[config.mk]
export PLATFORM = sky130hd
export DESIGN_NAME = pulse_stretch_driver
export DESIGN_NICKNAME = d
export VERILOG_FILES = /design/src/rtl/pulse_stretch_driver.sv
export SDC_FILE = /design/constraint.sdc
export NUM_CORES = 1
export LEC_CHECK = 0
export CAP_MARGIN = 0
export CORE_AREA = 2 2 44 86
export DETAILED_ROUTE_END_ITERATION = 7
export DIE_AREA = 0 0 46 88
export GPL_ROUTABILITY_DRIVEN = 0
export PLACE_DENSITY_LB_ADDON = 0.08
export SETUP_SLACK_MARGIN = 0.4
export SLEW_MARGIN = 30
export SYNTH_ARGS = -nofsm -noshare
export SYNTH_HDL_FRONTEND = slang
export SYNTH_SLANG_ARGS = --single-unit
export TNS_END_PERCENT = 20
[constraint.sdc]
create_clock -name clk -period 6 [get_ports clk]
set_input_delay 1.5 -clock clk [delete_from_list [all_inputs] [get_ports clk]]
set_output_delay 1.5 -clock clk [all_outputs]
set_load 0.01 [all_outputs]
[src/rtl/pulse_stretch_driver.sv]
// pulse_stretch_driver: stretches one-cycle triggers into pulses with exact high time and minimum low gap.
// Define PULSE_QUEUE_EN to queue requests that arrive while busy instead of dropping them.
module pulse_stretch_driver #(
  parameter int HIGH_CYCLES = 1000,
  parameter int LOW_CYCLES  = 1000,
  parameter int CNT_WIDTH   = 20,
  parameter int QDEPTH_W    = 4
) (
  input  logic                clk,
  input  logic                reset_n,
  input  logic                trig_in,
  output logic                pulse_out,
  output logic                busy,
  output logic [QDEPTH_W-1:0] pending,
  output logic                drop_pulse
);
  typedef enum logic [1:0] {IDLE, HIGH, GAP} state_t;
  localparam logic [CNT_WIDTH-1:0] HIGH_LOAD = CNT_WIDTH'(HIGH_CYCLES - 1);
  localparam logic [CNT_WIDTH-1:0] LOW_LOAD  = CNT_WIDTH'(LOW_CYCLES - 1);
  state_t state_q, state_d;
  logic [CNT_WIDTH-1:0] timer_q, timer_d;
  logic [QDEPTH_W-1:0] pend_q, pend_d;
  logic pulse_q, pulse_d, busy_q, busy_d, drop_q, drop_d;
  logic tmr_zero, gap_end, go, req;
`ifdef PULSE_QUEUE_EN
  logic push, pop;
`endif
  always_comb begin
    tmr_zero = timer_q == '0;
    gap_end  = state_q == GAP && tmr_zero;
    go       = trig_in || pend_q != '0;
    req      = trig_in && state_q != IDLE;
    state_d  = state_q;
    timer_d  = tmr_zero ? timer_q : timer_q - 1'b1;
    unique case (state_q)
      IDLE: if (trig_in) begin state_d = HIGH; timer_d = HIGH_LOAD; end
      HIGH: if (tmr_zero) begin state_d = GAP; timer_d = LOW_LOAD; end
      GAP:  if (tmr_zero) begin state_d = go ? HIGH : IDLE; timer_d = go ? HIGH_LOAD : '0; end
      default: begin state_d = IDLE; timer_d = '0; end
    endcase
`ifdef PULSE_QUEUE_EN
    // a trigger at the last gap cycle with an empty queue starts the next pulse directly
    push   = req && !(gap_end && pend_q == '0);
    pop    = gap_end && pend_q != '0;
    drop_d = push && !pop && pend_q == '1;
    pend_d = (push && !pop && !drop_d) ? pend_q + 1'b1 : (pop && !push) ? pend_q - 1'b1 : pend_q;
`else
    drop_d = req && !gap_end;
    pend_d = '0;
`endif
    pulse_d = state_d == HIGH;
    busy_d  = state_d != IDLE;
  end
  always_ff @(posedge clk or negedge reset_n)
    if (!reset_n) begin
      state_q <= IDLE;
      timer_q <= '0;
      pend_q  <= '0;
      pulse_q <= 1'b0;
      busy_q  <= 1'b0;
      drop_q  <= 1'b0;
    end else begin
      state_q <= state_d;
      timer_q <= timer_d;
      pend_q  <= pend_d;
      pulse_q <= pulse_d;
      busy_q  <= busy_d;
      drop_q  <= drop_d;
    end
  assign pulse_out  = pulse_q;
  assign busy       = busy_q;
  assign pending    = pend_q;
  assign drop_pulse = drop_q;
endmodule

## After elaboration in Yosys (flattened, before gate mapping)

Cells that the tools add are included.

- Output and inout bits: 7
- Logic and storage cells: 28
- Input port bits: 3
- Register bits after elaboration: 25

- Multiplexer cells: 11
- Equality and inequality tests: 3
- Reduce and logical (&&, ||, !) cells: 8
- Add/subtract/negate cells: 1

Operator list:

| cell | number |
|---|---|
| 2-to-1 mux 20 bit | 4 |
| case mux 20 bit (3 select lines) | 1 |
| logical NOT 20 bit | 1 |
| subtractor 20 x 1 -> 20 bit, second input constant | 1 |
| 2-to-1 mux 10 bit | 1 |
| 2-to-1 mux 2 bit | 3 |
| case mux 2 bit (3 select lines) | 1 |
| == test 2 x 1 -> 1 bit, second input constant | 2 |
| nonzero test 2 bit | 2 |
| logical AND 1 bit | 3 |
| == test 2 bit, second input constant | 1 |
| logical NOT 2 bit | 1 |
| logical NOT 1 bit | 1 |
| 2-to-1 mux 1 bit | 1 |

## Logic depth before layout (Yosys ltp)

- Depth in word-level cells: 4
- Gate-level depth with buffers: 11

## Worst setup path before layout

No wires, ideal clock.

- Path type: input to register
- Start: in trig_in
- End: reg timer_q[9]
- Stages on the path: 4
- Library setup time: 126 ps
- Buffers on the path: 1
- Data arrival time: 2,180 ps
- Setup slack: 3,694 ps
- Cell sequence: clkbuf_1 -> or2_2 -> a21oi_1 -> a211oi_2

- Word-level cells in the longest chain between the ends: 3
- Elaborated cells on any way between the ends: 4

Ends and longest elaborated chain:

| what | RTL line | source |
|---|---|---|
| start: declaration | 11 | `input logic trig_in,` |
| 2-to-1 mux 10 bit | 38 | `GAP: if (tmr_zero) begin state_d = go ? HIGH : IDLE; timer_d = go ? HIGH_LOAD : '0; end` |
| 2-to-1 mux 20 bit | 38 |  |
| case mux 20 bit (3 select lines) * | 35 | `unique case (state_q)` |
| net timer_d[9] | 21 | `logic [CNT_WIDTH-1:0] timer_q, timer_d;` |
| end signal: assignment | 64 | `timer_q <= timer_d;` |
| end: declaration | 21 |  |

Mark *: on every way through the listed nets, which the timed path passes. The rest lies on a longest branch.

## Final worst setup path

- Start: reg timer_q[9]
- End: reg timer_q[0]

- Word-level cells in the longest chain between the ends: 4
- Elaborated cells on any way between the ends: 6

Ends and longest elaborated chain:

| what | RTL line | source |
|---|---|---|
| logical NOT 20 bit * | 29 | `tmr_zero = timer_q == '0;` |
| 2-to-1 mux 20 bit | 34 | `timer_d = tmr_zero ? timer_q : timer_q - 1'b1;` |
| 2-to-1 mux 20 bit (on tied branches) | 38, 36, 37 |  |
| case mux 20 bit (3 select lines) * | 35 |  |
| net timer_d[0] | 21 |  |

Marked as above.

==> impl_metrics.csv <==
group,metric,value,unit
synth,ys.flop_type,"dfrtp_1",
worst_setup_path,crit_buf_inv,1,
power_and_ir_drop,worst_ir_drop_vdd,0.169,mV
clocking,hold_buffers,0,
sta,tightest_slew,0.739,ns
grt,grt_max_degree,26,
clocking,cts_tree,"done",
worst_hold_path,worstHoldPathCells,2,
sta,tns,0,ns
clocking,postCtsSetupBuffers,0,
layout,fin_util,0.482,
worst_setup_path,required,6.20,ns
worst_setup_path,ff2ff_path_depth,8,
layout,antennaDiodeCount,0,
synth,yosysUniqueCellTypes,53,
sta,finalClockSkew,0.00619,ns
routing,drt_pass1_iterations,4,
sta,relSlewSlack,0.505,
grt,grt-ovfl-total,0,
synth,syn_inst,174,
placed_design,port_buffers,5,
die,rows,30,
sta,setup_viol,0,
synth,synth_area_leaders,"dfrtp_1, nor2_1, xor2_1",
synth,yosysTopAreaCellShare,0.390,
grt,grtUsageTotal,0.203,
clocking,cts-root-buf,"clkbuf_8",
synth,ys_async_sr_fraction,1.00,
grt,grt_pass1_vias,1222,
worst_setup_path,worstPathCellList,"nor4_4 -> nand4_2 -> nor2_1 -> inv_1 -> ha_1 -> nor3_1 -> a311oi_1 -> o2bb2ai_1",
synth,netlist_area,1610,um^2
worst_setup_path,critical_path.max_stage_delay,0.70,ns
synth,ys_ff_latch,25,
synth,yosys_warnings,0,
routing,drt-total-wl,3630,um
grt,grt_pass1_wl,5980,um
worst_setup_path,crit_slowest_cell,"nor2_1",
die,ios,10,
layout,layout-drive-gt1-share,0.0819,
clocking,cts.sinks,25,
sta,timing.fmax,308,MHz
sta,fin_crit,3.25,ns
routing,detail-route-antenna-nets,0,
routing,routedWlPerCell,17.9,um
placed_design,place_area,1580,um^2
clocking,cts_buffers,3,
worst_setup_path,crit_path_start_kind,"flip-flop",
layout,finalInstanceArea,1630,um^2
die,die_x,46,um
placed_design,dpl.hpwl,2640,um
grt,antenna_found_initial,0,
layout,layout_common_cells,"nor2_1, dfrtp_1, nand2_1, o21ai_0",
routing,vias,1270,
worst_setup_path,cp_data_arrival_time,3.45,ns
sta,maxSlewViolCount,0,
sta,min_period_over_period,0.541,
clocking,htreeDepth,1,
worst_setup_path,critPathTopFamily,"simple AND/OR/NAND/NOR gates",
clocking,path_clk_slew,0.09,ns
synth,synth-seq-area-share,0.390,
worst_setup_path,path_class,"flip-flop to flip-flop",
layout,nets,178,
worst_setup_path,worst-path-stages,8,
synth,synth-edff-count,0,
sta,rsz0062_at_grt,"false",
routing,viasPerCell,6.26,
synth,yosysTopAreaCell,"dfrtp_1",
die,coreArea,3380,um^2
die,dieArea,4050,um^2
routing,drc,0,
clocking,cts_buffer_depth,2,
clocking,cts.repair.resized,0,
worst_setup_path,endpoint_kind,"flip-flop",
power_and_ir_drop,leakage,0.639,nW
worst_setup_path,path_max_fanout,15,
job,drv_cap,0,
die,start_util,0.475,
layout,syn_to_final_growth,1.40,%
status,status,"finished clean",
worst_hold_path,hp-class,"flip-flop to flip-flop",
sta,hold_viol_final,0,
sta,holdWs,0.563,ns
clocking,clk_latency,0.28,ns
routing,drtIter0Drc,34,
synth,syn_avg_cell_area,9.23,um^2
die,die_h,88,um
power_and_ir_drop,power.density,298,nW/um^2
==> final cells by class <==
| cell class | instances | area (um^2) |
|---|---|---|
| fillers | 344 | 1750 |
| multi-input cells | 131 | 841 |
| flip-flops and latches | 25 | 626 |
| repair buffers | 6 | 57.6 |
| clock buffers | 4 | 45.0 |
| well taps | 32 | 40.0 |
| inverters | 5 | 18.8 |
==> Yosys cell counts (3+ instances only) <==
master and n:
nor2_1 25, nand2_1 12, buf_2 3, buf_4 5
o21ai_0 8, nor3_1 6, xor2_1 7, clkbuf_8 4
o211ai_1 4, dfrtp_1 25, a21oi_1 7, o21bai_1 3
or2_2 3, ha_1 3, xnor2_1 3, nand3_1 4
nor4_1 3, inv_1 5
==> worst paths after layout <==
kind                                   from     endpoint  slack, ns
worst max-delay path             timer_q[9]   timer_q[0]       2.75
worst min-delay path            timer_q[15]  timer_q[15]       0.56
worst max register to register   timer_q[9]   timer_q[0]       2.75
worst min register to register  timer_q[15]  timer_q[15]       0.56
max in group asynchronous           reset_n   timer_q[9]       4.17
min in group asynchronous           reset_n   timer_q[3]       1.57
==> worst reg2reg max path: stages (launching register included) <==
cell and delay, ns:
dfrtp_1 0.49, nor4_4 0.41, nand4_2 0.36, nor2_1 0.70, inv_1 0.36, ha_1 0.37, nor3_1 0.04, a311oi_1 0.28
o2bb2ai_1 0.16
==> report_power, final <==
group	switching (W)	internal, W	total [W]
combinational	0.0000804	0.0000601	0.000140
clock	0.0000570	0.0000477	0.000105
sequential	0.0000390	0.000200	0.000239
total	0.000176	0.000308	0.000485
==> flip-flops by register name, summed over array words and instances (netlist names) <==
name and flops:
timer_q 20, state_q 2, busy 1, drop_pulse 1, pulse_out 1
==> through the flow <==
stage / power, W / setup slack (ns) / instances
finish: 0.000485 / 2.75 / 203
global route: 0.000517 / 2.49 / 203
CTS: 0.000484 / 2.79 / 203
detailed placement: 0.000381 / 2.80 / 199
global placement: 0.000377 / 3.02 / 199
floorplan: 0.000354 / 3.69 / 177
==> cell families after synthesis <==
group,after synthesis,share of synthesized area
and+or+nand+nor,68,0.227
AOI/OAI and AO/OA,44,0.193
DFF,25,0.390
buffers and inverters,21,0.0935
xor gates and xnor gates,11,0.0647
adders and majority gates,3,0.0234
other,1,0.00234
muxes,1,0.00701
==> metal layers <==
layer	share of wire	GRT usage	up-vias
met2	0.54	0.341	42
met1	0.39	0.235	601
li1	-	-	616
met4	0.030	0.0987	0
met3	0.038	0.0371	11
met5	0	0	-
Note: power is estimated with default switching activity, not from simulation.
